`config.mk`:
```
export PLATFORM = sky130hd
export DESIGN_NAME = out_alu_control_unit
export DESIGN_NICKNAME = d
export VERILOG_FILES = /design/src/rtl/out_alu_control_unit.sv
export SDC_FILE = /design/constraint.sdc
export NUM_CORES = 1
export LEC_CHECK = 0
export CAP_MARGIN = 20
export CORE_MARGIN = 2
export CORE_UTILIZATION = 45
export DETAILED_ROUTE_END_ITERATION = 8
export GPL_TIMING_DRIVEN = 1
export PLACE_DENSITY_LB_ADDON = 0.1
export RECOVER_POWER = 25
export SLEW_MARGIN = 20
export SYNTH_ARGS = -nofsm -noshare
export SYNTH_HDL_FRONTEND = slang
export SYNTH_SLANG_ARGS = --single-unit
```
`constraint.sdc`:
```
create_clock -name clk -period 2.55 [get_ports clk]
set_clock_uncertainty 0.05 [all_clocks]
set_input_delay 0.765 -clock clk [delete_from_list [all_inputs] [get_ports clk]]
set_output_delay 0.765 -clock clk [all_outputs]
set_load 0.005 [all_outputs]
```
`src/rtl/out_alu_control_unit.sv`:
```
// out_alu_control_unit
// Return path from the ALU adder/multiplier result ports to FIFO_OUT.
// One result is accepted at a time into a holding register (round-robin
// between the two units when both finish together). The result is then
// written to FIFO_OUT as {result, id, op} with a single-cycle write pulse,
// and the write waits while FIFO_OUT is full.
// Optional build macro: OUT_CTRL_STATS_EN adds saturating add_cnt/mul_cnt
// counters of the ADD/MUL words written.
module out_alu_control_unit #(
  parameter int DATA_SIZE      = 16,
  parameter int ID_SIZE        = 8,
  parameter int OPERATION_SIZE = 2,
  parameter int CNT_WIDTH      = 16
) (
  input  logic                                        clk,
  input  logic                                        rst_n,
  input  logic                                        a_valid_res,
  input  logic [DATA_SIZE-1:0]                        a_result,
  input  logic [ID_SIZE-1:0]                          a_id,
  output logic                                        a_ready_res,
  input  logic                                        m_valid_res,
  input  logic [DATA_SIZE-1:0]                        m_result,
  input  logic [ID_SIZE-1:0]                          m_id,
  output logic                                        m_ready_res,
  input  logic                                        full_out,
  output logic                                        w_en_out,
  output logic [DATA_SIZE+ID_SIZE+OPERATION_SIZE-1:0] fifo_wdata
`ifdef OUT_CTRL_STATS_EN
  ,
  output logic [CNT_WIDTH-1:0]                        add_cnt,
  output logic [CNT_WIDTH-1:0]                        mul_cnt
`endif
);

  localparam int FIFO_OUT_WIDTH = DATA_SIZE + ID_SIZE + OPERATION_SIZE;
  localparam logic [OPERATION_SIZE-1:0] OP_ADD = OPERATION_SIZE'(1);
  localparam logic [OPERATION_SIZE-1:0] OP_MUL = OPERATION_SIZE'(2);

  typedef enum logic {IDLE, HOLD} state_t;
  typedef enum logic {PRIO_ADD, PRIO_MUL} prio_t;

  state_t                    state, state_nx;
  prio_t                     prio, prio_nx;
  logic [FIFO_OUT_WIDTH-1:0] hold_reg, hold_nx;
  logic [FIFO_OUT_WIDTH-1:0] last_word, last_nx;
  logic                      write_slot;

  // State, holding register, arbitration priority and last written word
  always_ff @(posedge clk) begin
    if (!rst_n) begin
      state     <= IDLE;
      prio      <= PRIO_ADD;
      hold_reg  <= '0;
      last_word <= '0;
    end else begin
      state     <= state_nx;
      prio      <= prio_nx;
      hold_reg  <= hold_nx;
      last_word <= last_nx;
    end
  end

  // Readies, arbitration, capture of an accepted result and write decision
  always_comb begin
    state_nx    = state;
    prio_nx     = prio;
    hold_nx     = hold_reg;
    last_nx     = last_word;
    a_ready_res = 1'b0;
    m_ready_res = 1'b0;
    write_slot  = 1'b0;
    case (state)
      IDLE: begin
        a_ready_res = !m_valid_res || (prio == PRIO_ADD);
        m_ready_res = !a_valid_res || (prio == PRIO_MUL);
        if (a_valid_res && a_ready_res) begin
          hold_nx  = {a_result, a_id, OP_ADD};
          state_nx = HOLD;
          prio_nx  = PRIO_MUL;
        end else if (m_valid_res && m_ready_res) begin
          hold_nx  = {m_result, m_id, OP_MUL};
          state_nx = HOLD;
          prio_nx  = PRIO_ADD;
        end
      end
      HOLD: begin
        if (!full_out) begin
          write_slot = 1'b1;
          last_nx    = hold_reg;
          state_nx   = IDLE;
        end
      end
      default: state_nx = IDLE;
    endcase
  end

  // A held result is dropped, never written, when reset is applied
  assign w_en_out   = write_slot && rst_n;
  assign fifo_wdata = w_en_out ? hold_reg : last_word;

`ifdef OUT_CTRL_STATS_EN
  // Saturating counts of ADD and MUL words handed to FIFO_OUT
  always_ff @(posedge clk) begin
    if (!rst_n) begin
      add_cnt <= '0;
      mul_cnt <= '0;
    end else if (w_en_out) begin
      if ((hold_reg[OPERATION_SIZE-1:0] == OP_ADD) && (add_cnt != {CNT_WIDTH{1'b1}}))
        add_cnt <= add_cnt + CNT_WIDTH'(1);
      if ((hold_reg[OPERATION_SIZE-1:0] == OP_MUL) && (mul_cnt != {CNT_WIDTH{1'b1}}))
        mul_cnt <= mul_cnt + CNT_WIDTH'(1);
    end
  end
`endif

endmodule

```
==> run metrics <==
clk slew on worst S/H paths 90 ps; switching pwr 449.7 µW; CP Max Fanout 7; CP cell instances buf_6 > inv_4 > and3_4 > buf_12 > buf_8 > mux2_4 > buf_6; floorplan core area 5172 µm²; hold crit path type flip-flop to flip-flop; final hold violation count 0; PnR worst setup slack -111.4 ps; GRT Util Overall 23.47%; IO Pins 82; Synth cell types 27; row cnt 26; placed cells 362; minimum clock period 2661 ps; Worst Tran Pin Value 595.6 ps; clk_lat worst skew 300 ps; Layout Cells excl Fill 389; Root Driver clkbuf_8; Die X 77.69 µm; register area share after synthesis 43.42%; Max stage delay on crit path 300 ps; Net Sw Frac 25.39%; # diodes 0; starting DRC count in detailed routing 129; R2R depth 5; Fillers 409; Layout area overhead 50.28%; initial antenna violation count 0; # setup viols final 27; Pint 1.321 mW; Longest Clk Path Bufs 2; Residual DRC 0; Logic pwr share 20.4%; Vias per Instance 5.424; Power Total 1.771 mW; Clk pwr share 28.0%; routability cong. 0.7750; syn_area_per_cell 11.26 µm²; DR pass1 iterations 4; hold_sp last_word[22]; FMAX 0.3757 GHz; Final Net Count 371; hold path depth 1; pwr/cell area 482.2 nW/µm²; largest net degree at the start of global routing 30; maxcap violations 0; Post-DRT Antenna Nets 0; Reg power frac 51.6%; first-pass GRT wire length 10970 µm; Clock Sinks 53; slew margin rel. 60.29%; cells after synthesis 217; post-synthesis cell area 2444 µm²; # H-tree levels 2; Worst Hold Path EP last_word[22]; Lkg Pwr 1.549 nW; Placement Setup Slack -784.3 ps; Yosys reg bits 53; Worst Setup End Kind output pin; crit share post-route 104.4%; Seq. cell area 1061 µm²; number of port buffers 81; Yosys warnings 0; CP most frequent cell buf_6; total wire length 6943 µm; via count 2110; Inserted Clock Buffers 5; Worst path slowest cell mux2_4; Slew Limit Fails 0; WS Path Type input port to output pin; unrepaired setup endpoints after global routing yes; placed instance area 3321 µm²; outcome complete, but fails checks; Die Ht 77.69 µm; syn nets 270; share of cells above drive strength 1 33.23%; Final Instance Area 3672 µm²; vias in the first global route 2174; wire per inst 17.85 µm; R2R Path End hold_reg[15]; Critical Path AT 1850 ps; CTS tree built; hpwl dp 4114 µm; Initial Util 47.24%; worst r2r src state; CP startpoint kind input port; Remaining Overflow, GRT 0; failing checks negative setup slack; die area 6036 µm²; reg2reg setup slack 1010 ps; Crit path required time 1740 ps; multi-input logic area 1211 µm²; Peak VDD IR 266.8 µV
==> per-stage QoR <==
stage / hold slack, ps / TNS (ps) / utilization [%]
global placement: 400.3 / -20510 / 64.20
CTS: 434.2 / -1983 / 72.62
finish: 432.6 / -1580 / 71.00
detailed placement: 402.9 / -20800 / 64.20
global route: 453.9 / -2229 / 71.00
floorplan: 385.1 / 0 / -
==> how the worst max path moves through the flow <==
stage,from,end,slack [ps],cells after the start
floorplan,full_out,fifo_wdata[10],120,5
global placement,rst_n,fifo_wdata[24],-760,5
detailed placement,rst_n,fifo_wdata[8],-780,5
CTS,full_out,fifo_wdata[13],-120,7
global route,full_out,fifo_wdata[0],-130,7
finish,full_out,fifo_wdata[25],-110,7
==> what timing repair did <==
action / CTS / global route
endpoints found under the hold margin: 0 / 0
setup endpoints to repair: 29 / 28
pin swaps: 1 / 0
gates resized for setup: 162 / 5
hold buffers: 0 / 0
gates cloned: 5 / 0
setup buffers: 19 / 0
==> power by group through the flow <==
| stage | combinational (mW) | sequential, mW | clock (mW) |
|---|---|---|---|
| after global placement | 0.320 | 0.930 | 0 |
| after CTS | 0.373 | 0.913 | 0.503 |
| after floorplan | 0.176 | 0.920 | 0 |
| after detailed placement | 0.325 | 0.931 | 0 |
| final | 0.361 | 0.914 | 0.496 |
| after global routing | 0.385 | 0.920 | 0.541 |
==> synth_stat cells <==
master	n	area (µm²)
buf_6	10	112.6
mux2_1	3	33.78
nand2b_4	1	13.76
buf_4	4	30.03
nor2_1	3	11.26
a21boi_4	1	18.77
and2_1	1	6.260
buf_2	6	30.03
o31a_2	1	10.01
nand2_1	25	93.84
a221o_2	4	45.04
mux2_2	3	33.78
o211a_1	1	10.01
nor3b_4	1	18.77
inv_1	2	7.510
nor2b_1	1	6.260
nor2b_2	1	8.760
a221o_1	20	200.2
clkbuf_1	2	7.510
a2bb2oi_1	1	8.760
a22o_1	26	227.7
o21a_4	1	15.01
mux2_4	20	300.3
dfxtp_1	53	1061
nor3_1	24	120.1
and3_1	1	6.260
nand2b_1	1	6.260
==> logic make-up after synthesis <==
kind of cell           after synthesis  synth area share, %
AND/OR/NAND/NOR                     59                11.93
multiplexers                        26                15.05
AO/OA/AOI/OAI                       55                21.91
buffers and inverters               24                7.681
flip-flops                          53                43.42
==> placed cells by master (no fill, tap or decap), types with 2 or more instances in the layout <==
master,netlist,layout
dfxtp_1,53,53
clkdlybuf4s50_1,0,49
buf_6,10,36
mux2_4,20,26
a22o_1,26,26
nand2_1,25,25
nor3_1,24,24
a221o_1,20,20
buf_4,4,14
clkbuf_8,0,6
a221o_2,4,4
nor2_1,3,3
buf_2,6,3
clkbuf_1,2,3
buf_12,0,3
bufbuf_16,0,2
clkbuf_2,0,2
==> critical path: cells and delay by family <==
kind	cells	cell delay (ps)
muxes	1	300
buffers and inverters	5	510
and+or+nand+nor	1	280
==> layout make-up <==
cell class / count / share of cell area, %
timing repair buffer: 116 / 32.85
clock buffer: 6 / 2.249
inverter: 2 / 0.2726
tap: 70 / 2.385
clock inverter: 2 / 0.3748
multi-input combinational: 140 / 32.98
sequential: 53 / 28.89
==> layer usage <==
metal	global-route usage [%]	wire, µm	vias up
met4	7.321	129	0
met1	30.69	3226	1012
met5	0	0	-
met3	4.070	275	13
li1	-	-	1019
met2	39.40	3310	66
Power figures use the tool's default switching activity.
